[src/rtl/explore_pkg.sv]
// rtl/explore_pkg.sv - shared types and constants for the exploration harness
package explore_pkg;

    typedef enum logic [1:0] {
        ST_IDLE = 2'd0,
        ST_RUN  = 2'd1,
        ST_DONE = 2'd2
    } state_e;

    localparam int MAX_RESULT_WIDTH = 32;
    localparam int CNT_W            = 4;

    localparam logic [1:0] BYTE_0 = 2'd0;
    localparam logic [1:0] BYTE_1 = 2'd1;
    localparam logic [1:0] BYTE_2 = 2'd2;
    localparam logic [1:0] BYTE_3 = 2'd3;

endpackage

[src/rtl/explore_shift_lane.sv]
// rtl/explore_shift_lane.sv - one serial operand lane, first bit in ends up as MSB
module explore_shift_lane #(
    parameter int WIDTH = 8
) (
    input  logic             clk,
    input  logic             reset,
    input  logic             enable,
    input  logic             shift_en,
    input  logic             ser_in,
    output logic [WIDTH-1:0] lane
);

    generate
        if (WIDTH == 1) begin : g_single
            always_ff @(posedge clk) begin
                if (reset) begin
                    lane <= '0;
                end else if (enable && shift_en) begin
                    lane <= ser_in;
                end
            end
        end else begin : g_multi
            always_ff @(posedge clk) begin
                if (reset) begin
                    lane <= '0;
                end else if (enable && shift_en) begin
                    lane <= {lane[WIDTH-2:0], ser_in};
                end
            end
        end
    endgenerate

endmodule

[src/rtl/explore_harness.sv]
// rtl/explore_harness.sv - serial operand loader, latency timer and result capture for a DUT
module explore_harness
    import explore_pkg::*;
#(
    parameter int WIDTH        = 8,
    parameter int NUM_OPERANDS = 3,
    parameter int LATENCY      = 0,
    parameter int RESULT_WIDTH = 16
) (
    input  logic                          clk,
    input  logic                          reset,
    input  logic                          enable,
    input  logic [NUM_OPERANDS-1:0]       ser_in,
    input  logic                          shift_en,
    input  logic                          start,
    input  logic                          acc_mode,
    input  logic [1:0]                    byte_sel,
    output logic [NUM_OPERANDS*WIDTH-1:0] dut_ops,
    output logic                          dut_valid,
    output logic                          dut_enable,
    input  logic [RESULT_WIDTH-1:0]       dut_result,
    output logic                          busy,
    output logic                          done,
    output logic [7:0]                    dout
);

    logic [NUM_OPERANDS*WIDTH-1:0] lanes;
    logic [NUM_OPERANDS*WIDTH-1:0] op_q;
    logic [MAX_RESULT_WIDTH-1:0]   result_q;
    logic [MAX_RESULT_WIDTH-1:0]   result_ext;
    logic [CNT_W-1:0]              cnt;
    state_e                        state;
    logic                          launch;

    for (genvar i = 0; i < NUM_OPERANDS; i++) begin : g_lane
        explore_shift_lane #(.WIDTH(WIDTH)) u_lane (
            .clk      (clk),
            .reset    (reset),
            .enable   (enable),
            .shift_en (shift_en),
            .ser_in   (ser_in[i]),
            .lane     (lanes[i*WIDTH +: WIDTH])
        );
    end

    // A start seen while RUN is dropped; there is no pending-launch queue.
    assign launch     = enable && start && (state != ST_RUN);
    assign result_ext = MAX_RESULT_WIDTH'(dut_result);

    always_ff @(posedge clk) begin
        if (reset) begin
            state     <= ST_IDLE;
            cnt       <= '0;
            op_q      <= '0;
            result_q  <= '0;
            dut_valid <= 1'b0;
        end else if (enable) begin
            // Held across a frozen first RUN cycle so the DUT never misses it.
            dut_valid <= launch;
            case (state)
                ST_IDLE, ST_DONE: begin
                    if (start) begin
                        op_q  <= lanes;
                        cnt   <= CNT_W'(LATENCY);
                        state <= ST_RUN;
                    end
                end
                ST_RUN: begin
                    if (cnt != '0) begin
                        cnt <= cnt - 1'b1;
                    end else begin
                        result_q <= acc_mode ? (result_q ^ result_ext) : result_ext;
                        state    <= ST_DONE;
                    end
                end
                default: state <= ST_IDLE;
            endcase
        end
    end

    assign dut_ops    = op_q;
    assign dut_enable = enable;
    assign busy       = (state == ST_RUN);
    assign done       = (state == ST_DONE);
    assign dout       = result_q[{byte_sel, 3'b000} +: 8];

endmodule

[config.mk]
export PLATFORM = sky130hd
export DESIGN_NAME = explore_harness
export DESIGN_NICKNAME = d
export VERILOG_FILES = /design/src/rtl/explore_pkg.sv /design/src/rtl/explore_shift_lane.sv /design/src/rtl/explore_harness.sv
export SDC_FILE = /design/constraint.sdc
export NUM_CORES = 1
export LEC_CHECK = 0
export ABC_AREA = 1
export ABC_CLOCK_PERIOD_IN_PS = 1150
export BUFFER_PORTS_ARGS = -buffer_cell sky130_fd_sc_hd__buf_2
export CAP_MARGIN = 10
export CORE_ASPECT_RATIO = 1.25
export CORE_MARGIN = 5
export CORE_UTILIZATION = 49
export DETAILED_ROUTE_END_ITERATION = 12
export GPL_ROUTABILITY_DRIVEN = 0
export GPL_TIMING_DRIVEN = 0
export HOLD_SLACK_MARGIN = 0.06
export MAX_ROUTING_LAYER = met4
export PLACE_DENSITY = 0.75
export SETUP_SLACK_MARGIN = 0.15
export SYNTH_ARGS = -nofsm -noshare
export SYNTH_HDL_FRONTEND = slang
export SYNTH_HIERARCHICAL = 1
export SYNTH_SLANG_ARGS = --single-unit
[constraint.sdc]
create_clock -name clk -period 1.15 [get_ports clk]
set_clock_uncertainty 0.05 [all_clocks]
set_input_delay 0.115 -clock clk [delete_from_list [all_inputs] [get_ports clk]]
set_output_delay 0.115 -clock clk [all_outputs]
set_load 0.05 [all_outputs]
# Word level (Yosys, flattened, before mapping)
# Cells that the tools add are included.
[word_totals]
output_inout_bits = 36
input_bits = 27
ff_bits = 87
[op_classes]
n_addsub = 1
n_eq_ne = 6
n_reduce_logical = 11
mux = 7
n_bitwise = 2
shifts = 1
[ops]
columns = ["operator", "count"]
rows = [
  ["$mux W32", 1],
  ["$shiftx A32 B6 Y8", 1],
  ["$xor A32 B16 Y32", 1],
  ["$reduce_and A3 Y1", 3],
  ["$mux W4", 2],
  ["$pmux W4 S2", 1],
  ["$mux W2", 2],
  ["$ne A2 B1 Y1 const B", 2],
  ["$ne A2 B2 Y1 const B", 2],
  ["$pmux W2 S2", 1],
  ["$reduce_and A4 Y1", 1],
  ["$reduce_bool A4 Y1", 1],
  ["$sub A4 B1 Y4 const B", 1],
  ["$logic_and A1 B1 Y1", 3],
  ["$eq A2 B1 Y1 const B", 1],
  ["$eq A2 B2 Y1 const B", 1],
  ["$logic_not A2 Y1", 1],
  ["$reduce_bool A2 Y1", 1],
  ["$reduce_or A2 Y1", 1],
  ["$not A1 Y1", 1],
]

# Depth between registers and ports, before layout
[logic_depth]
ltp_word = 4
ltp_mapped = 9
depth_no_buf = 9

# Hierarchy
# The synthesis kept the hierarchy.
[modules_own_cells]
columns = ["module", "cells_each", "n_inst", "area_each_um2"]
rows = [
  ["explore_harness", 333, 1, 2228.4],
  ["explore_shift_lane", 51, 3, 336.6],
]

# Worst setup path before layout
# Ideal clock, no wire load.
[synth_path]
path_kind = "input -> output"
from = "input byte_sel[0]"
to = "output dout[0]"
path_slack_ns = -0.291
cell_stages = 4
t_arrival_ns = 1.276
required_time_ns = 0.985
path_cell_list = "clkbuf_1 > inv_1 > nand2_1 > a21oi_1"
[synth_between]
elab_chain_len = 1
[synth_rtl]
columns = ["item", "line_no", "source"]
rows = [
  ["start: declaration", "explore_harness.sv:17", "input logic [1:0] byte_sel,"],
  ["$shiftx A32 B6 Y8", "explore_harness.sv:85", "assign dout = result_q[{byte_sel, 3'b000} +: 8];"],
  ["end: declaration", "explore_harness.sv:24", "output logic [7:0] dout"],
]
# Every way passes these cells.

# Worst setup path after layout
[layout_path]
from = "register cnt[0]"
to = "register result_q[8]"
[layout_between]
elab_chain_len = 3
[layout_rtl]
columns = ["item", "line_no", "source"]
rows = [
  ["start: declaration", "explore_harness.sv:31", "logic [CNT_W-1:0] cnt;"],
  ["start signal: assignment", "explore_harness.sv:64", "cnt <= CNT_W'(LATENCY);"],
  ["start signal: assignment", "explore_harness.sv:70", "cnt <= cnt - 1'b1;"],
  ["$reduce_bool A4 Y1", "explore_harness.sv:69", "if (cnt != '0) begin"],
  ["$not A1 Y1 (no source line)", "n/a", ""],
  ["$reduce_and A3 Y1 (no source line)", "n/a", ""],
  ["end signal: assignment", "explore_harness.sv:72", "result_q <= acc_mode ? (result_q ^ result_ext) : result_ext;"],
  ["end: declaration", "explore_harness.sv:29", "logic [MAX_RESULT_WIDTH-1:0] result_q;"],
]
# Every way passes these cells.
# A chain may end at the register's enable or synchronous reset.

==> run_results.csv <==
group,metric,value,unit
status,status,"finished, violations left",
status,violations,"setup timing",
timing,relSlewSlack,0.523,
power,p_leak,2.41,nW
floorplan,core_region_area,0.00648,mm^2
cells_and_area,nNetsFinal,624,
global_route,grt_pass1_vias,3318,
power,cellPowerDensity,1270,mW/mm^2
clock_network,cts_buffers,9,
logic_synthesis,synthCells,486,
floorplan,dieArea,0.00834,mm^2
place,dp_hpwl,5.32,mm
place,pre_cts_ws,-351,ps
timing,post-route-period-util,1.15,
timing,rsz0062_at_grt,"yes",
cells_and_area,multiInputGateArea,0.00200,mm^2
clock_network,cts_tree,"built",
drt,drtAntennaViolNets,0,
logic_synthesis,yosys_warnings,6,
logic_synthesis,synth_edf_count,0,
logic_synthesis,syn_area,0.00324,mm^2
cells_and_area,antenna_cells,0,
drt,firstDrtPassIters,4,
place,port_buffers,59,
logic_synthesis,synth_nets,515,
clock_network,clock_sinks,71,
global_route,antenna_found_initial,0,
global_route,use_met2,0.403,
critical_path,worstSetupPathType,"flip-flop to flip-flop",
logic_synthesis,ys_types,21,
job,drv_cap,0,
power,combPwrFrac,0.214,
clock_network,h-tree-depth,3,
timing,worstMarginPinSlew,715,ps
floorplan,die_w,82.7,um
drt,vias_per_cell,4.96,
power,p_switching,1.93,mW
global_route,globalRoute.totalOverflow,0,
timing,final-setup-viol-count,54,
drt,routed_wl,9.33,mm
timing,drv_slew,0,
global_route,met3_usage,0.0519,
drt,wire_per_inst,13.6,um
timing,clock.fmax,0.758,GHz
power,pwr-share-seq,0.424,
global_route,grt_first_pass_wirelength,14.7,mm
power,switching_share,0.296,
floorplan,fp.dieH,101,um
cells_and_area,drive_above_1_share,0.445,
global_route,use_met1,0.252,
drt,drc,0,
clock_network,root_buffer,"clkbuf_8",
logic_synthesis,synth-seq-area-share,0.439,
timing,finalSetupTns,-4940,ps
clock_network,path_clk_slew,80,ps
critical_path,start_kind,"flip-flop",
global_route,grt-busiest-layer,"met2",
cells_and_area,fillers,414,
floorplan,num_rows,33,
logic_synthesis,synthArstFlopShare,0,
cells_and_area,regArea,0.00148,mm^2
global_route,grt_max_degree,13,
drt,vias,3408,
critical_path,critPathMaxFanout,10,
critical_path,crit_path_end_kind,"flip-flop",
global_route,grt_usage,0.234,
timing,final_hold_viol_count,0,
logic_synthesis,synth_area_per_cell,6.66,um^2
timing,min_period,1320,ps
power,clockPowerShare,0.362,
floorplan,start_util,0.500,
critical_path,worstPathArrival,1530,ps
drt,drtIter0Drc,156,
timing,fin_ws,-170,ps
worst_hold_path,min_path_type,"input port to flip-flop",
place,placed_cell_area,0.00380,mm^2
logic_synthesis,ys_ff_latch,71,
power,intPower,4.59,mW
cells_and_area,final_cell_area,0.00515,mm^2
clock_network,clk_latency,340,ps
clock_network,cts.path.max_buffers,2,
logic_synthesis,synth-main-ff-cell,"dfxtp_1",
cells_and_area,syn_to_final_growth,59.0,%
floorplan,num_io_pins,63,
critical_path,worstPathRequired,1360,ps
power,irDropWorstVdd,0.00109,V
==> what timing repair did <==
action,4_1_cts,5_1_grt
hold endpoints to repair,4,0
resized for setup,212,51
buffers inserted,27,6
cloned,2,0
hold buffers,4,0
endpoints found under the setup margin,81,81
pin swaps,12,14
==> Yosys cell counts (2+ instances only) <==
library cell,n,area (um^2)
nand2_1,157,589
nor2_1,107,402
dfxtp_1,71,1420
inv_1,39,146
a21oi_1,29,145
o21ai_0,24,120
xor2_1,16,140
clkbuf_1,10,37.5
nand2_2,10,62.6
nand3_1,5,25.0
buf_6,4,45.0
buf_2,3,15.0
clkinv_2,2,10.0
ha_1,2,25.0
==> per-layer routing <==
layer	part of all wire	wire (um)
met1	0.39	3680
met2	0.53	4980
met3	0.046	429
met4	0.026	238
met5	0	0
==> per-stage QoR <==
step	instances	total power, mW	hold WS (ps)	util
floorplan	486	3.48	200	-
global placement	632	3.71	292	0.586
detailed placement	632	3.73	304	0.586
CTS	681	6.41	65.5	0.759
global route	687	6.81	88.1	0.794
finish	687	6.52	74.0	0.794
==> layout make-up <==
| cell class | instances | share of cell area |
|---|---|---|
| Timing Repair Buffer | 98 | 0.187 |
| Clock inverter | 5 | 0.0151 |
| Multi-Input combinational cell | 354 | 0.388 |
| Inverter | 42 | 0.0364 |
| Sequential cell | 71 | 0.287 |
| Buffer | 19 | 0.0335 |
| Clock buffer | 11 | 0.0316 |
| Tap cell | 87 | 0.0211 |
==> state kept, by name, indices dropped and copies added, names as in the netlist <==
name and cells:
state 2, result_q 16, cnt 4, dut_valid 1
dut_ops 24, g_lane.u_lane/lane 24
==> kinds of logic (layout without fill, tap and decap cells) <==
logic type               count (synthesis)  after routing  share of synthesized area
adder cells (fa/ha/maj)                  2              2                    0.00773
flip-flops                              71             71                      0.439
buffers and inverters                   61            175                     0.0831
AO/OA/AOI/OAI                           54             54                     0.0835
XOR/XNOR                                16             16                     0.0433
AND/OR/NAND/NOR                        282            282                      0.344
==> worst max-delay path: stages (launching register included) <==
cell and delay (ps):
dfxtp_2 340, inv_4 80, ha_4 150, nand4_4 150, clkinv_4 110, buf_8 130
nand2_1 80, a21oi_2 150
==> power groups by stage <==
stage	clock network [mW]	logic, mW	registers, mW
after floorplan	0	0.540	2.94
after global placement	0	0.964	2.74
after detailed placement	0	0.986	2.74
after CTS	2.38	1.29	2.74
after global routing	2.52	1.51	2.78
final	2.36	1.40	2.76
==> worst paths after layout <==
path	slack, ps	cells past startpoint	startpoint	end
max	-170	7	cnt[0]	result_q[8]
min	70	5	dut_result[9]	result_q[9]
max reg2reg	-170	7	cnt[0]	result_q[8]
min reg2reg	430	2	dut_valid	dut_valid
==> placed cells by master, fill, tap and decap left out, types with 16 or more instances in the layout <==
cell     count
buf_2       26
buf_4       28
buf_6       18
buf_8       30
dfxtp_1     26
dfxtp_2     44
inv_1       33
nand2_1    131
nand2_2     30
nor2_1      78
nor2_4      24
o21ai_0     23
xor2_1      16
No activity file was read; power rests on OpenSTA's default activity.
